File: src/rtl/render_pkg.sv
// Shared constants, job-type and FSM encodings for the frame renderer.
package render_pkg;

    localparam int SCREEN_W = 160;
    localparam int SCREEN_H = 120;

    localparam logic [2:0] BLACK = 3'b000;
    localparam logic [2:0] WHITE = 3'b111;

    typedef enum logic [1:0] {
        JOB_DRAW  = 2'd0,
        JOB_ERASE = 2'd1,
        JOB_CLEAR = 2'd2
    } job_t;

    typedef enum logic [1:0] {
        ST_IDLE = 2'd0,
        ST_PLOT = 2'd1,
        ST_DONE = 2'd2
    } state_t;

    // Clear wins over erase, erase wins over draw.
    function automatic job_t pick_job(input logic clear_req, input logic erase_req);
        if (clear_req) begin
            return JOB_CLEAR;
        end else if (erase_req) begin
            return JOB_ERASE;
        end
        return JOB_DRAW;
    endfunction

endpackage

File: src/rtl/xy_scan_counter.sv
// Raster-order 2D counter. dx/dy present the position the counter will hold
// after the coming edge, so the caller can register a pixel in the same cycle.
module xy_scan_counter (
    input  logic       clk,
    input  logic       reset,
    input  logic [7:0] width,
    input  logic [6:0] height,
    input  logic       start,
    input  logic       enable,
    output logic [7:0] dx,
    output logic [6:0] dy,
    output logic       last
);

    logic [7:0] cnt_x_reg;
    logic [6:0] cnt_y_reg;
    logic       row_end;

    assign row_end = (cnt_x_reg == width - 8'd1);
    assign last    = row_end && (cnt_y_reg == height - 7'd1);

    always_comb begin
        dx = cnt_x_reg;
        dy = cnt_y_reg;
        if (start) begin
            dx = 8'd0;
            dy = 7'd0;
        end else if (enable) begin
            if (row_end) begin
                dx = 8'd0;
                dy = cnt_y_reg + 7'd1;
            end else begin
                dx = cnt_x_reg + 8'd1;
            end
        end
    end

    always_ff @(posedge clk) begin
        if (reset) begin
            cnt_x_reg <= 8'd0;
            cnt_y_reg <= 7'd0;
        end else begin
            cnt_x_reg <= dx;
            cnt_y_reg <= dy;
        end
    end

endmodule

File: src/rtl/frame_renderer.sv
// Turns draw/erase/clear requests into one registered VGA pixel write per clock,
// clipping off-screen pixels while keeping a fixed width*height job length.
module frame_renderer
    import render_pkg::*;
#(
    parameter int BOX_W = 4,
    parameter int BOX_H = 4
) (
    input  logic       clk,
    input  logic       reset,
    input  logic       draw_req,
    input  logic       erase_req,
    input  logic       clear_req,
    input  logic [7:0] obj_x,
    input  logic [6:0] obj_y,
    input  logic [2:0] obj_colour,
    input  logic [2:0] bg_colour,
    output logic [7:0] vga_x,
    output logic [6:0] vga_y,
    output logic [2:0] vga_colour,
    output logic       vga_plot,
    output logic       busy,
    output logic       done
);

    localparam logic [7:0] BOX_W_L = 8'(BOX_W);
    localparam logic [6:0] BOX_H_L = 7'(BOX_H);
    localparam logic [7:0] SCR_W_L = 8'(SCREEN_W);
    localparam logic [6:0] SCR_H_L = 7'(SCREEN_H);

    state_t     state_reg, state_next;
    logic [7:0] org_x_reg, org_x_next;
    logic [6:0] org_y_reg, org_y_next;
    logic [7:0] width_reg, width_next;
    logic [6:0] height_reg, height_next;
    logic [2:0] job_colour_reg, job_colour_next;

    logic [7:0] vga_x_reg, vga_x_next;
    logic [6:0] vga_y_reg, vga_y_next;
    logic [2:0] vga_colour_reg, vga_colour_next;
    logic       vga_plot_reg, vga_plot_next;
    logic       busy_reg, busy_next;
    logic       done_reg, done_next;

    logic       scan_start, scan_enable, scan_last;
    logic [7:0] scan_dx;
    logic [6:0] scan_dy;

    logic       any_req;
    job_t       job_sel;
    logic       emit;
    logic [7:0] pix_org_x;
    logic [6:0] pix_org_y;
    logic [2:0] pix_colour;
    logic [8:0] sum_x;
    logic [7:0] sum_y;

    assign any_req = clear_req | erase_req | draw_req;
    assign job_sel = pick_job(clear_req, erase_req);

    xy_scan_counter u_scan (
        .clk    (clk),
        .reset  (reset),
        .width  (width_reg),
        .height (height_reg),
        .start  (scan_start),
        .enable (scan_enable),
        .dx     (scan_dx),
        .dy     (scan_dy),
        .last   (scan_last)
    );

    // Control: state transitions, job latching and counter sequencing.
    always_comb begin
        state_next      = state_reg;
        org_x_next      = org_x_reg;
        org_y_next      = org_y_reg;
        width_next      = width_reg;
        height_next     = height_reg;
        job_colour_next = job_colour_reg;
        scan_start      = 1'b0;
        scan_enable     = 1'b0;
        emit            = 1'b0;
        done_next       = 1'b0;
        pix_org_x       = org_x_reg;
        pix_org_y       = org_y_reg;
        pix_colour      = job_colour_reg;

        case (state_reg)
            ST_IDLE: begin
                if (any_req) begin
                    case (job_sel)
                        JOB_CLEAR: begin
                            org_x_next      = 8'd0;
                            org_y_next      = 7'd0;
                            width_next      = SCR_W_L;
                            height_next     = SCR_H_L;
                            job_colour_next = bg_colour;
                        end
                        JOB_ERASE: begin
                            org_x_next      = obj_x;
                            org_y_next      = obj_y;
                            width_next      = BOX_W_L;
                            height_next     = BOX_H_L;
                            job_colour_next = bg_colour;
                        end
                        default: begin
                            org_x_next      = obj_x;
                            org_y_next      = obj_y;
                            width_next      = BOX_W_L;
                            height_next     = BOX_H_L;
                            job_colour_next = obj_colour;
                        end
                    endcase
                    // The first pixel is registered on the accepting edge itself.
                    pix_org_x  = org_x_next;
                    pix_org_y  = org_y_next;
                    pix_colour = job_colour_next;
                    scan_start = 1'b1;
                    emit       = 1'b1;
                    state_next = ST_PLOT;
                end
            end
            ST_PLOT: begin
                if (scan_last) begin
                    done_next  = 1'b1;
                    state_next = ST_DONE;
                end else begin
                    scan_enable = 1'b1;
                    emit        = 1'b1;
                end
            end
            ST_DONE: begin
                state_next = ST_IDLE;
            end
            default: begin
                state_next = ST_IDLE;
            end
        endcase
    end

    // Datapath: one-bit-wider sums so wrapped coordinates are clipped, not aliased.
    always_comb begin
        sum_x           = {1'b0, pix_org_x} + {1'b0, scan_dx};
        sum_y           = {1'b0, pix_org_y} + {1'b0, scan_dy};
        vga_x_next      = 8'd0;
        vga_y_next      = 7'd0;
        vga_colour_next = 3'd0;
        vga_plot_next   = 1'b0;
        busy_next       = 1'b0;
        if (emit) begin
            vga_x_next      = sum_x[7:0];
            vga_y_next      = sum_y[6:0];
            vga_colour_next = pix_colour;
            vga_plot_next   = (sum_x < {1'b0, SCR_W_L}) && (sum_y < {1'b0, SCR_H_L});
            busy_next       = 1'b1;
        end
    end

    always_ff @(posedge clk) begin
        if (reset) begin
            state_reg      <= ST_IDLE;
            org_x_reg      <= 8'd0;
            org_y_reg      <= 7'd0;
            width_reg      <= 8'd0;
            height_reg     <= 7'd0;
            job_colour_reg <= 3'd0;
            vga_x_reg      <= 8'd0;
            vga_y_reg      <= 7'd0;
            vga_colour_reg <= 3'd0;
            vga_plot_reg   <= 1'b0;
            busy_reg       <= 1'b0;
            done_reg       <= 1'b0;
        end else begin
            state_reg      <= state_next;
            org_x_reg      <= org_x_next;
            org_y_reg      <= org_y_next;
            width_reg      <= width_next;
            height_reg     <= height_next;
            job_colour_reg <= job_colour_next;
            vga_x_reg      <= vga_x_next;
            vga_y_reg      <= vga_y_next;
            vga_colour_reg <= vga_colour_next;
            vga_plot_reg   <= vga_plot_next;
            busy_reg       <= busy_next;
            done_reg       <= done_next;
        end
    end

    assign vga_x      = vga_x_reg;
    assign vga_y      = vga_y_reg;
    assign vga_colour = vga_colour_reg;
    assign vga_plot   = vga_plot_reg;
    assign busy       = busy_reg;
    assign done       = done_reg;

endmodule

File: config.mk
export PLATFORM = sky130hd
export DESIGN_NAME = frame_renderer
export DESIGN_NICKNAME = d
export VERILOG_FILES = /design/src/rtl/render_pkg.sv /design/src/rtl/xy_scan_counter.sv /design/src/rtl/frame_renderer.sv
export SDC_FILE = /design/constraint.sdc
export NUM_CORES = 1
export LEC_CHECK = 0
export CORE_MARGIN = 2
export CORE_UTILIZATION = 54
export CTS_CLUSTER_DIAMETER = 50
export DETAILED_ROUTE_END_ITERATION = 8
export GPL_ROUTABILITY_DRIVEN = 0
export PLACE_DENSITY_LB_ADDON = 0.25
export SYNTH_ARGS = -nofsm -noshare
export SYNTH_HDL_FRONTEND = slang
export SYNTH_SLANG_ARGS = --single-unit
File: constraint.sdc
create_clock -name clk -period 5.2 [get_ports clk]
set_clock_uncertainty 0.05 [all_clocks]
set_input_delay 0.52 -clock clk [delete_from_list [all_inputs] [get_ports clk]]
set_output_delay 0.52 -clock clk [all_outputs]
set_load 0.02 [all_outputs]
==> impl_metrics.tcl, run 1 <==
set metrics [dict create \
    final_cell_mix "dfxtp_1 (58), nor2_1 (54), clkdlybuf4s50_1 (46)" \
    final_hold_viol_count 0 \
    grt_first_pass_wirelength_um 11000 \
    diodes 0 \
    final_net_count 446 \
    syn_area_um2 3040 \
    max-cap-violations 0 \
    rsz0062_at_grt "no" \
    via_count 2544 \
    clock_sinks 58 \
    pin_count 47 \
    cts_buffers 9 \
    ctsHoldBuffers 0 \
    wl_met3_um 424 \
    initialDrtViolationCount 247 \
    synth_nets 402 \
    track_usage_pct 22.7 \
    postCtsSetupRepairBufs 0 \
    htreeDepth 3 \
    startpoint_type "register" \
    gr-total-overflow 0 \
    core-area_um2 5470 \
    clk_latency_ns 0.34 \
    synth_edf_count 0 \
    fmax_mhz 242 \
    synth-seq-cells 58 \
    p_int_uw 818 \
    highest_layer "met4" \
    clk_path_buf_depth 2 \
    clock-root-buffer "clkbuf_8" \
    tns_ns 0 \
    syn_avg_cell_area_um2 8.55 \
    p_clk_share_pct 41.9 \
    fin_cells 476 \
    outcome "finished, final reports clean" \
    cts.repair.resized 0 \
    worstMarginPinSlew_ns 0.958 \
    crit_path_end_kind "register" \
    peakVddDrop_uv 185 \
    syn_inst 355 \
    swShare_pct 24.9 \
    cts_tree "yes" \
    drive_gt1_share_pct 8.17 \
    hpwl_um 4810 \
    crit_fanout 8 \
    die-width_um 79.0 \
    grt_max_degree 26 \
    drt-met1-wl_um 3170 \
    critPathKind "reg2reg" \
    ant_nets 0 \
    period_minus_slack_ns 4.14 \
    hp-class "reg2reg" \
    vias_per_cell 5.34 \
    finalSetupViolCount 0 \
    grt_pass1_vias 2381 \
    drc 0 \
    antenna_found_initial 0 \
    yosys_warnings 0 \
    relSlewSlack_pct 35.9 \
    async_flop_share_pct 0 \
    place_inst 460 \
    utilization_pct 68.5 \
    yosysUniqueCellTypes 52 \
    critical_path.slowest_cell "nor4_4" \
    synthFlopType "dfxtp_1" \
    clk_pin_slew_worst_paths_ns 0.06 \
    whs_path_depth 2 \
    wl_um 6640 \
    seqPwrFrac_pct 43.3 \
    initial_core_util_pct 55.5 \
    p_switching_uw 271 \
    post-route-period-util_pct 79.5 \
    power-per-cell-area_nw_per_um2 290 \
    wire_per_inst_um 13.9 \
    die_h_um 79.0 \
    critical_path_required_ns 5.39 \
    final_max_slew_viol_count 0 \
    final_common_cell "dfxtp_1" \
    cp_cell_sequence "inv_1 -> ha_1 -> xor2_1 -> nand3_2 -> nor4_4 -> mux2i_1 -> or2_2 -> inv_1 -> ha_1 -> a211oi_1 -> o21bai_1 -> a21oi_1 -> o21bai_1 -> a2111o_1 -> nor4_1" \
    combPwrFrac_pct 14.9 \
    first_pass_iters 4 \
    rr_worst_depth 15 \
    wl_met2_um 2940 \
    ys_seq_area_share_pct 38.2 \
    p_leak_uw 0.00162 \
    num_rows 27 \
    die_area_um2 6240 \
    placement.io_buffers 46 \
    slowest_delay_ns 0.56 \
    cp.arrival_ns 4.33 \
    syn2layout_area_growth_pct 23.5 \
]
cells by family after synthesis:
family                   after synthesis  synth area share, %
XOR/XNOR                              25                 7.21
AND/OR/NAND/NOR                      174                 30.5
buffers and inverters                 28                 4.20
adder cells (fa/ha/maj)               21                 9.15
multiplexers                           2                0.659
AO/OA/AOI/OAI                         47                 10.1
flip-flops                            58                 38.2
worst paths after layout:
kind | startpoint | to | slack, ns
worst min-delay path | width_reg[5]$_SDFFE_PP0P_ | width_reg[5]$_SDFFE_PP0P_ | 0.42
worst max-delay path | width_reg[2]$_SDFFE_PP0P_ | vga_plot$_SDFF_PP0_ | 1.06
worst min register to register | width_reg[5]$_SDFFE_PP0P_ | width_reg[5]$_SDFFE_PP0P_ | 0.42
worst max register to register | width_reg[2]$_SDFFE_PP0P_ | vga_plot$_SDFF_PP0_ | 1.06
through the flow:
step / power (µW) / instance area [µm²] / hold slack (ns) / setup slack, ns
2_1_floorplan: 583 / 3040 / 0.386 / 1.52
3_3_place_gp: 640 / 3530 / 0.394 / 1.12
3_5_place_dp: 643 / 3530 / 0.418 / 1.03
4_1_cts: 1100 / 3750 / 0.425 / 1.07
5_1_grt: 1140 / 3750 / 0.457 / 0.807
6_report: 1090 / 3750 / 0.418 / 1.06
synthesized netlist by cell type, drive strengths merged (3+ instances only):
cell type	instances	area share [%]
a211o	3	0.87
a21oi	19	3.3
and2	3	0.62
and3	5	1.0
buf	4	1.2
clkbuf	12	1.5
dfxtp	58	38
ha	19	7.8
inv	12	1.5
nand2	34	4.2
nand2b	4	0.82
nand3	4	0.82
nand3b	13	3.2
nand4	7	1.6
nor2	54	6.7
nor2b	17	3.5
nor3	9	1.5
nor3b	4	1.2
nor4	5	1.5
o21ai	10	1.6
or2	6	1.2
or3	3	0.62
xnor2	6	1.7
xor2	19	5.5
worst max-delay path: cells and delay by family, from the launching register on:
family / cells / cell delay [ns]
compound gates: 5 / 1.19
buf+inv: 2 / 0.14
xor+xnor: 1 / 0.18
fa+ha+maj: 2 / 0.53
mux: 1 / 0.19
simple gates: 4 / 1.29
flops: 1 / 0.46
final cells by class:
type	count	area (µm²)
Tap cell	72	90.1
Fill cell	452	1720
Sequential cell	58	1160
Clock inverter	5	77.6
Timing Repair Buffer	49	483
Clock buffer	11	141
Multi-Input combinational cell	269	1750
Inverter	12	45.0
power groups by stage:
| stage | registers (µW) | logic (µW) | clock network (µW) |
|---|---|---|---|
| after floorplan | 492 | 91.8 | 0 |
| after detailed placement | 481 | 161 | 0 |
| final | 471 | 162 | 456 |
| after CTS | 471 | 162 | 461 |
| after global routing | 473 | 179 | 486 |
| after global placement | 480 | 160 | 0 |
layer usage:
layer / vias to the layer above / GRT usage (%)
met5: - / 0
met4: 0 / 10.7
met3: 9 / 4.55
met2: 67 / 35.3
met1: 1169 / 30.4
li1: 1299 / -
(Power assumes the default switching activity.)
==> run 2: changes to the inputs <==
Clock period 5.2 ns to 3.9 ns, I/O delays scaled along.
==> run 2 against run 1 <==
Sequential cell count did not move. Critical path depth increased by 1. Sequential share of layout area down 2.6 points. Critical path type unchanged.
==> impl_metrics.tcl, run 2 (synthesis gave the netlist of run 1 again) <==
set metrics [dict create \
    outcome "finished, final reports clean" \
    combPwrFrac_pct 16.5 \
    drc 0 \
    first_pass_iters 5 \
    p_switching_uw 383 \
    ant_nets 0 \
    ctsHoldBuffers 0 \
    worstMarginPinSlew_ns 0.553 \
    wl_um 7670 \
    seqPwrFrac_pct 41.0 \
    max-cap-violations 0 \
    clk_pin_slew_worst_paths_ns 0.07 \
    vias_per_cell 5.42 \
    critPathKind "reg2reg" \
    clock_sinks 58 \
    clk_path_buf_depth 2 \
    via_count 2747 \
    finalSetupViolCount 0 \
    dp_slack_ns -0.121 \
    final_hold_viol_count 0 \
    startpoint_type "register" \
    placement.io_buffers 46 \
    initial_core_util_pct 55.5 \
    hpwl_um 5510 \
    final_max_slew_viol_count 0 \
    final_cell_mix "dfxtp_1 (57), nor2_1 (54), clkdlybuf4s50_1 (46)" \
    relSlewSlack_pct 63.1 \
    final_area_um2 4120 \
    num_rows 27 \
    swShare_pct 24.9 \
    cp.arrival_ns 4.03 \
    p_leak_uw 0.00180 \
    seq_area_um2 1160 \
    cp_cell_sequence "inv_2 -> ha_2 -> and4b_1 -> o2111a_2 -> nor4_4 -> buf_6 -> buf_4 -> nand4_1 -> xor2_1 -> nor2_1 -> ha_1 -> and3_1 -> a211o_1 -> a311oi_2 -> nor4_2 -> nor4_1" \
    period_minus_slack_ns 3.83 \
    grt_pass1_vias 2634 \
    gr-total-overflow 0 \
    crit_path_end_kind "register" \
    critPathBufInv 3 \
    total_power_uw 1540 \
    fmax_mhz 261 \
    cts_buffers 9 \
    antenna_found_initial 0 \
    post-route-period-util_pct 98.3 \
    critical_path_required_ns 4.10 \
    pin_count 47 \
    wire_per_inst_um 15.1 \
    timing.reg2reg.setup_slack_ns 0.07 \
    cts_tree "yes" \
    core-area_um2 5470 \
    grt_max_degree 21 \
    final_common_cell "dfxtp_1" \
    holdWs_ns 0.437 \
    fillers 412 \
    syn2layout_area_growth_pct 35.5 \
    final_net_count 477 \
    die-width_um 79.0 \
    initialDrtViolationCount 177 \
    fin_cells 507 \
    slowest_delay_ns 0.37 \
    hp-class "reg2reg" \
    clk_latency_ns 0.34 \
    die_area_um2 6240 \
    peakVddDrop_uv 229 \
    drive_gt1_share_pct 20.0 \
    p_clk_share_pct 42.5 \
    diodes 0 \
    die_h_um 79.0 \
    power-per-cell-area_nw_per_um2 373 \
    setup_slack_ns 0.0680 \
    crit_fanout 5 \
    p_int_uw 1150 \
    place_inst 481 \
    crit_family "simple AND/OR/NAND/NOR gates" \
    critical_path.slowest_cell "ha_1" \
    clock-root-buffer "clkbuf_8" \
    grt_first_pass_wirelength_um 11900 \
    htreeDepth 3 \
    multi_input_area_um2 1850 \
    track_usage_pct 24.9 \
    dpl_cell_area_um2 3700 \
]
-- run 2: area by class of cell --
cell class,count,share of cell area (%)
sequential,58,28.3
clock inverter,4,1.76
multi-input combinational,269,44.8
timing repair buffer,80,17.8
tap,72,2.19
clock buffer,12,4.01
inverter,12,1.09
-- run 2: worst paths after layout --
check	start	endpoint	cells after the start
setup / recovery	width_reg[5]$_SDFFE_PP0P_	vga_plot$_SDFF_PP0_	16
setup reg to reg	width_reg[5]$_SDFFE_PP0P_	vga_plot$_SDFF_PP0_	16
hold reg to reg	job_colour_reg[2]$_SDFF_PP0_	vga_colour[2]$_SDFF_PP0_	2
hold / removal	job_colour_reg[2]$_SDFF_PP0_	vga_colour[2]$_SDFF_PP0_	2
-- run 2: stage by stage --
stage	TNS [ns]	util (%)
final	0	75.2
after global routing	-0.0468	75.2
after global placement	-0.00184	67.6
after floorplan	0	-
after CTS	0	72.1
after detailed placement	-0.135	67.6
-- run 2: worst min-delay path: cells and delay by family (launching register included) --
family	cells	cell delay [ns]
DFF	1	0.31
AOI/OAI and AO/OA	1	0.07
and+or+nand+nor	1	0.08
-- run 2: timing repair --
| action | in CTS | in global routing |
|---|---|---|
| resized for setup | 3 | 22 |
| pin swaps | 0 | 11 |
| setup buffers | 0 | 10 |
| endpoints found under the setup margin | 2 | 3 |
-- run 2: metal layers --
metal	wire length [µm]	up-vias	track usage, %
li1	-	1359	-
met1	3390	1284	31.5
met2	3680	85	40.0
met3	379	19	6.02
met4	225	0	11.7
met5	0	-	0
-- run 2: power groups by stage --
stage          logic [µW]  registers [µW]  clock network, µW
2_1_floorplan         122             656                  0
3_3_place_gp          234             641                  0
3_5_place_dp          238             642                  0
4_1_cts               240             629                659
5_1_grt               277             631                683
6_report              254             629                652
==> run 3: changes to the inputs <==
Settings changed: HOLD_SLACK_MARGIN from default to 0.05.
==> results of run 3 <==
Same layout as run 2: the final DEF is identical, and so are final timing and power.
